### config.mk
export PLATFORM = sky130hd
export DESIGN_NAME = text_write_arbiter
export DESIGN_NICKNAME = d
export VERILOG_FILES = /design/src/rtl/text_write_arbiter.sv
export SDC_FILE = /design/constraint.sdc
export NUM_CORES = 1
export LEC_CHECK = 0
export BUFFER_PORTS_ARGS = -buffer_cell sky130_fd_sc_hd__buf_2
export CAP_MARGIN = 20
export CELL_PAD_IN_SITES_DETAIL_PLACEMENT = 0
export CELL_PAD_IN_SITES_GLOBAL_PLACEMENT = 1
export CORE_MARGIN = 5
export CORE_UTILIZATION = 35
export CTS_BUF_LIST = sky130_fd_sc_hd__clkbuf_2
export CTS_CLUSTER_SIZE = 14
export DETAILED_ROUTE_END_ITERATION = 8
export PLACE_DENSITY_LB_ADDON = 0.1
export SETUP_SLACK_MARGIN = 0.3
export SLEW_MARGIN = 5
export SYNTH_ARGS = -nofsm -noshare
export SYNTH_HDL_FRONTEND = slang
export SYNTH_SLANG_ARGS = --single-unit
### constraint.sdc
create_clock -name clk100 -period 3.6 [get_ports clk100]
set_input_delay 0.72 -clock clk100 [delete_from_list [all_inputs] [get_ports clk100]]
set_output_delay 0.72 -clock clk100 [all_outputs]
set_load 0.01 [all_outputs]
### src/rtl/text_write_arbiter.sv
// Shares the text-buffer write engine between the escape parser (A) and an auxiliary writer (B),
// and runs the two-step scroll (copy rows up, then blank the last row) internally.
module text_write_arbiter #(
    parameter int unsigned COLS = 80,
    parameter int unsigned ROWS = 25,
    parameter int unsigned AW   = 11
) (
    input  logic          clk100,
    input  logic          rst,

    input  logic          a_req,
    input  logic [1:0]    a_op,
    input  logic [AW-1:0] a_begin,
    input  logic [AW-1:0] a_end,
    input  logic [7:0]    a_data,
    input  logic [7:0]    a_offset,
    output logic          a_ack,

    input  logic          b_req,
    input  logic [1:0]    b_op,
    input  logic [AW-1:0] b_begin,
    input  logic [AW-1:0] b_end,
    input  logic [7:0]    b_data,
    input  logic [7:0]    b_offset,
    output logic          b_ack,

    output logic          wr_start,
    output logic [AW-1:0] wr_begin,
    output logic [AW-1:0] wr_end,
    output logic [7:0]    wr_data,
    output logic [7:0]    wr_offset,
    input  logic          wr_complete,

    output logic          busy
);

    typedef enum logic [2:0] {
        StIdle,
        StIssue,
        StWait,
        StClrIssue,
        StClrWait
    } state_e;

    localparam logic [1:0] OpFill   = 2'd0;
    localparam logic [1:0] OpCopy   = 2'd1;
    localparam logic [1:0] OpScroll = 2'd2;
    localparam logic [1:0] OpNop    = 2'd3;

    localparam logic [AW-1:0] Cells   = AW'(COLS * ROWS);
    localparam logic [AW-1:0] LastRow = AW'((ROWS - 1) * COLS);
    localparam logic [7:0]    ColsOff = 8'(COLS);

    state_e        state_q;
    logic          last_grant_b_q;
    logic          cmd_b_q;
    logic [1:0]    op_q;
    logic [AW-1:0] begin_q;
    logic [AW-1:0] end_q;
    logic [7:0]    data_q;
    logic [7:0]    offset_q;

    logic          grant_b;
    logic [AW-1:0] end_clamped;
    logic          range_empty;

    // On a tie, the requester that did not win last time goes next.
    always_comb begin
        grant_b     = b_req && (!a_req || !last_grant_b_q);
        end_clamped = (end_q > Cells) ? Cells : end_q;
        range_empty = (begin_q >= end_clamped);
    end

    always_ff @(posedge clk100) begin
        if (rst) begin
            state_q        <= StIdle;
            last_grant_b_q <= 1'b1;
            cmd_b_q        <= 1'b0;
            op_q           <= OpNop;
            begin_q        <= '0;
            end_q          <= '0;
            data_q         <= '0;
            offset_q       <= '0;
            a_ack          <= 1'b0;
            b_ack          <= 1'b0;
            wr_start       <= 1'b0;
            wr_begin       <= '0;
            wr_end         <= '0;
            wr_data        <= '0;
            wr_offset      <= '0;
            busy           <= 1'b0;
        end else begin
            a_ack    <= 1'b0;
            b_ack    <= 1'b0;
            wr_start <= 1'b0;

            unique case (state_q)
                StIdle: begin
                    if (a_req || b_req) begin
                        cmd_b_q        <= grant_b;
                        last_grant_b_q <= grant_b;
                        op_q           <= grant_b ? b_op     : a_op;
                        begin_q        <= grant_b ? b_begin  : a_begin;
                        end_q          <= grant_b ? b_end    : a_end;
                        data_q         <= grant_b ? b_data   : a_data;
                        offset_q       <= grant_b ? b_offset : a_offset;
                        busy           <= 1'b1;
                        state_q        <= StIssue;
                    end
                end

                StIssue: begin
                    a_ack <= !cmd_b_q;
                    b_ack <= cmd_b_q;
                    if (op_q == OpScroll) begin
                        wr_begin  <= '0;
                        wr_end    <= LastRow;
                        wr_data   <= 8'd0;
                        wr_offset <= ColsOff;
                        wr_start  <= 1'b1;
                        state_q   <= StWait;
                    end else if (op_q == OpNop || range_empty) begin
                        busy    <= 1'b0;
                        state_q <= StIdle;
                    end else begin
                        // A copy with zero offset degenerates to a fill with blanks.
                        wr_begin  <= begin_q;
                        wr_end    <= end_clamped;
                        wr_data   <= (op_q == OpFill) ? data_q : 8'd0;
                        wr_offset <= (op_q == OpCopy) ? offset_q : 8'd0;
                        wr_start  <= 1'b1;
                        state_q   <= StWait;
                    end
                end

                StWait: begin
                    if (wr_complete) begin
                        if (op_q == OpScroll) begin
                            state_q <= StClrIssue;
                        end else begin
                            busy    <= 1'b0;
                            state_q <= StIdle;
                        end
                    end
                end

                StClrIssue: begin
                    wr_begin  <= LastRow;
                    wr_end    <= Cells;
                    wr_data   <= 8'd0;
                    wr_offset <= 8'd0;
                    wr_start  <= 1'b1;
                    state_q   <= StClrWait;
                end

                StClrWait: begin
                    if (wr_complete) begin
                        busy    <= 1'b0;
                        state_q <= StIdle;
                    end
                end

                default: state_q <= StIdle;
            endcase
        end
    end

endmodule

==> After elaboration in Yosys (flattened, before gate mapping) <==
Cells that the tools add are included.
{ "totals": {"in_bits": 85, "word_cells": 86, "ff_bits": 87, "output_inout_bits": 42} }
{ "classes": {"muxes": 37, "order_cmp": 2, "reduce_logical": 16, "n_eq_ne": 14, "bitwise": 1} }
{ "ops": {"columns": ["op", "count"], "rows": [
  ["2-to-1 mux 11 bit", 7],
  ["2-to-1 mux 8 bit", 8],
  ["case mux 11 bit (2 select lines)", 2],
  ["case mux 8 bit (2 select lines)", 2],
  ["case mux 3 bit (5 select lines)", 1],
  ["!= test 2 bit, second input constant", 6],
  [">= comparator 11 bit", 1],
  ["greater-than comparator 11 bit, second input constant", 1],
  ["2-to-1 mux 3 bit", 3],
  ["2-to-1 mux 1 bit", 8],
  ["2-to-1 mux 2 bit", 4],
  ["AND reduction 7 bit", 1],
  ["equality test 3 x 2 -> 1 bit, second input constant", 2],
  ["equality test 2 bit, second input constant", 2],
  ["case mux 1 bit (4 select lines)", 1],
  ["AND reduction 2 bit", 2],
  ["nonzero test 4 bit", 1],
  ["equality test 3 x 1 -> 1 bit, second input constant", 1],
  ["equality test 3 bit, second input constant", 1],
  ["logical NOT 1 bit", 3],
  ["logical NOT 3 bit", 1],
  ["logical OR 1 bit", 3],
  ["!= test 3 bit, second input constant", 1],
  ["AND reduction 3 bit", 1],
  ["7 further kinds", 7]
]} }

==> Longest topological paths before layout <==
{ "depth": {"ltp_word": 7, "ltp_mapped": 11, "ltp_nobuf": 10} }

==> Worst setup path before layout <==
OpenSTA, ideal clock, no wires.
{ "synth_timing": {"path_type": "register to register", "start": "register end_q[0]", "end": "register wr_end[0]", "setup_slack_ps": 745, "t_arrival_ps": 2739, "stages_incl_launch_ff": 12, "setup_ps": 117, "path_cell_list": "dfxtp_1 -> or4_1 -> a21oi_1 -> or2_2 -> nor2b_1 -> ha_1 -> and4_1 -> and2_1 -> a221o_1 -> and3_1 -> buf_2 -> a22o_1"} }
{ "synth_via": {"elab_chain_len": 6} }
{ "synth_rtl": {"columns": ["item", "line_no", "source"], "rows": [
  ["start: declaration", "59", "logic [AW-1:0] end_q;"],
  ["start signal: assignment", "104", "end_q <= grant_b ? b_end : a_end;"],
  ["greater-than comparator 11 bit", "70", "end_clamped = (end_q > Cells) ? Cells : end_q;"],
  ["2-to-1 mux 11 bit (*)", "70", null],
  [">= comparator 11 bit", "71", "range_empty = (begin_q >= end_clamped);"],
  ["logical OR 1 bit", "122", "end else if (op_q == OpNop || range_empty) begin"],
  ["!= test 3 bit (no line)", null, null],
  ["AND reduction 2 bit (no line)", null, null],
  ["end signal: assignment", "117", "wr_end <= LastRow;"],
  ["end signal: assignment", "128", "wr_end <= end_clamped;"],
  ["end signal: assignment", "149", "wr_end <= Cells;"],
  ["end: declaration", "29", "output logic [AW-1:0] wr_end,"]
]} }
Every way passes the cells marked *; elsewhere a longest branch is shown, timed or not. The select of a mux whose other input is x is not followed.
A chain may end at the register's enable or synchronous reset.

==> Worst setup path after layout <==
{ "layout_timing": {"start": "register end_q[0]", "end": "register wr_begin[10]"} }
{ "layout_via": {"elab_chain_len": 6} }
{ "layout_rtl": {"columns": ["item", "line_no", "source"], "rows": [
  ["greater-than comparator 11 bit", "70", null],
  ["2-to-1 mux 11 bit (*)", "70", null],
  [">= comparator 11 bit (*)", "71", null],
  ["logical OR 1 bit (*)", "122", null],
  ["!= test 3 bit (no line) (*)", null, null],
  ["AND reduction 2 bit (no line) (*)", null, null],
  ["end signal: assignment", "127", "wr_begin <= begin_q;"],
  ["end signal: assignment", "148", "wr_begin <= LastRow;"],
  ["end: declaration", "28", "output logic [AW-1:0] wr_begin,"]
]} }
Every way passes the cells marked *; elsewhere a longest branch is shown, timed or not.

==> qor.yml <==
power:
  leakage_nw: 2.15
  ir_worst_vdd_mv: 0.173
  power_density_mw_per_mm2: 473
  power_mw: 2.24
cells_and_area:
  stdcell_count: 662
  fin_area_mm2: 0.00474
  finish.utilization_pct: 43.7
  seqCellArea_mm2: 0.00174
  insertedDiodeCount: 0
  multi_input_area_mm2: 0.00200
  final_nets: 613
  drive_gt1_share_pct: 31.4
  layout_common_cells: "buf_2 (126), dfxtp_1 (87), mux2i_1 (54)"
  area_growth_pct: 22.6
  layout_commonest_cell: "buf_2"
  fillers: 1125
synth:
  synth_cell_types: 40
  synth_ff_type: "dfxtp_1"
  yosysWarnings: 0
  postSynthCellCount: 404
  synth_fp_nets: 500
  synth.avg_cell_area_um2: 9.56
  syn-cell-area_mm2: 0.00386
  ys_seq_elements: 87
  async_reset_ff_share_pct: 0
  ys_seq_area_share_pct: 45.1
  synth_edf_count: 0
floorplan:
  dieArea_mm2: 0.0132
  die_w_um: 115
  num_rows: 38
  floorplan.die.height_um: 115
  start_util_pct: 35.6
  num_io_pins: 127
  core_mm2: 0.0108
detailed_routing:
  wl_per_cell_um: 15.5
  routed_wirelength_mm: 10.3
  num_vias: 3284
  antenna_left: 0
  drc_errors: 0
  drt_iter0_drc: 103
  drt_first_pass_iters: 4
  viasPerCell: 4.96
global_route:
  grt_max_degree: 78
  gr-total-overflow: 0
  track_usage_pct: 15.6
  grt_pass1_vias: 3263
  grt_pass1_wl_mm: 16.4
  antenna_found_initial: 0
clocking:
  ctsResizeCount: 0
  clk_pin_slew_ns: 0.26
  cts_sinks: 87
  cts-htree-levels: 3
  postCtsHoldBufs: 0
  cts_made_buffers: 9
  cts_tree: "done"
  cts_root_buf: "clkbuf_2"
  clk_latency_ns: 0.53
  postCtsSetupRepairBufs: 0
  clock_path_buffers: 2
worst_setup_path:
  setup.worst_path.end_class: "register"
  crit_path_max_fanout: 12
  critPathLaunch: "end_q[0]"
  required_ns: 4.05
  cp_cell_sequence: "or4_1 -> a21oi_1 -> or2_2 -> nor2b_1 -> ha_1 -> and4_1 -> and2_1 -> a221o_2 -> nor3_2 -> buf_4 -> o2bb2ai_1"
  crit_type: "register to register"
  crit_end: "wr_begin[10]"
  r2r_start: "end_q[0]"
  critical_path_arrival_ns: 3.56
  start_kind: "register"
  cpPeakStageDelay_ns: 0.51
  worstReg2RegEnd: "wr_begin[10]"
  critPathSlowestCell: "or4_1"
  worst_r2r_path_depth: 11
  regToRegSetupSlack_ns: 0.49
timing:
  fin_worst_skew_ns: 0.0345
  worstMarginPinSlew_ns: 0.745
  hold_viol: 0
  maxSlewHeadroom_pct: 50.4
  rsz0062_at_grt: "false"
  timing.final.crit_share_pct: 86.3
  fin_setup_tns_ns: 0
  max_clock_freq_mhz: 322
  final_max_slew_viol_count: 0
  setup_viol: 0
  min_period_ns: 3.11
run:
  maxCapViolCount: 0
place:
  dp_cells: 646
  dp_hpwl_mm: 7.69
  placed_cell_area_mm2: 0.00460
  io_buffers: 126
  place_congestion: 0.782
outcome:
  status: "completed"
worst_hold_path:
  hold_path_class: "input pin to register"
[area by class of cell]
cell class	count	area share (%)
sequential	87	36.8
multi-input combinational	279	42.1
timing repair buffer	133	14.4
tap	140	3.70
inverter	7	0.555
clock inverter	7	1.51
clock buffer	9	0.951
[through the flow]
step	setup WS [ns]	hold WS (ns)
2_1_floorplan	0.745	0.413
3_3_place_gp	0.397	0.444
3_5_place_dp	0.342	0.445
4_1_cts	0.332	0.445
5_1_grt	0.321	0.414
6_report	0.492	0.469
[logic make-up after synthesis]
group | share of synthesized area [%]
buf+inv | 4.40
compound gates | 18.3
simple gates | 14.4
mux | 14.3
flops | 45.1
fa+ha+maj | 3.56
[Yosys cell counts (all sizes together) (2+ instances only)]
cell type | number | area [um^2]
o211ai | 3 | 22.5
dfxtp | 87 | 1740
nand2 | 29 | 109
a22o | 8 | 70.1
nand3b | 2 | 15.0
nor3 | 2 | 15.0
clkbuf | 10 | 37.5
o2bb2ai | 8 | 70.1
nor2 | 44 | 165
nand3 | 21 | 105
and4 | 2 | 17.5
a31oi | 8 | 50.1
a21oi | 11 | 58.8
nor3b | 2 | 26.3
o221a | 4 | 45.0
ha | 11 | 138
inv | 7 | 26.3
mux2i | 54 | 541
and3 | 5 | 31.3
o22ai | 3 | 18.8
o21ai | 6 | 30.0
and2 | 2 | 12.5
buf | 21 | 106
a211oi | 39 | 293
nor2b | 5 | 31.3
[critical path, delay by kind of cell (launching register included)]
kind	cells	cell delay, ns
AO/OA/AOI/OAI	3	0.74
adder cells (fa/ha/maj)	1	0.28
buffers and inverters	1	0.22
flip-flops	1	0.37
AND/OR/NAND/NOR	6	1.47
[power by group]
group | switching [mW] | total (mW) | internal (mW)
Clock | 0.346 | 0.507 | 0.161
Sequential | 0.0865 | 1.16 | 1.07
Combinational | 0.327 | 0.573 | 0.246
[routing by layer]
layer	share of wire [%]	GRT usage (%)	vias up
met2	45	24.8	92
li1	-	-	1713
met4	1.2	4.46	0
met3	6.3	3.11	12
met1	48	21.6	1467
met5	0	0	-
[worst min-delay path by stage]
stage | start | to | slack (ns) | cells past startpoint
after CTS | a_begin[3] | begin_q[3] | 0.44 | 3
after global placement | wr_offset[0] | wr_offset[0] | 0.44 | 2
after floorplan | cmd_b_q | a_ack | 0.41 | 1
final | wr_complete | state_q[2] | 0.47 | 3
after global routing | a_begin[3] | begin_q[3] | 0.41 | 3
after detailed placement | wr_end[5] | wr_end[5] | 0.45 | 1
[sequential cells by signal (all words and copies together), names as in the netlist, 2 cells and up]
register / flops
begin_q: 11
wr_data: 8
wr_begin: 11
end_q: 11
op_q: 2
wr_offset: 8
state_q: 3
offset_q: 8
wr_end: 11
data_q: 8
No activity file was read; power rests on OpenSTA's default activity.
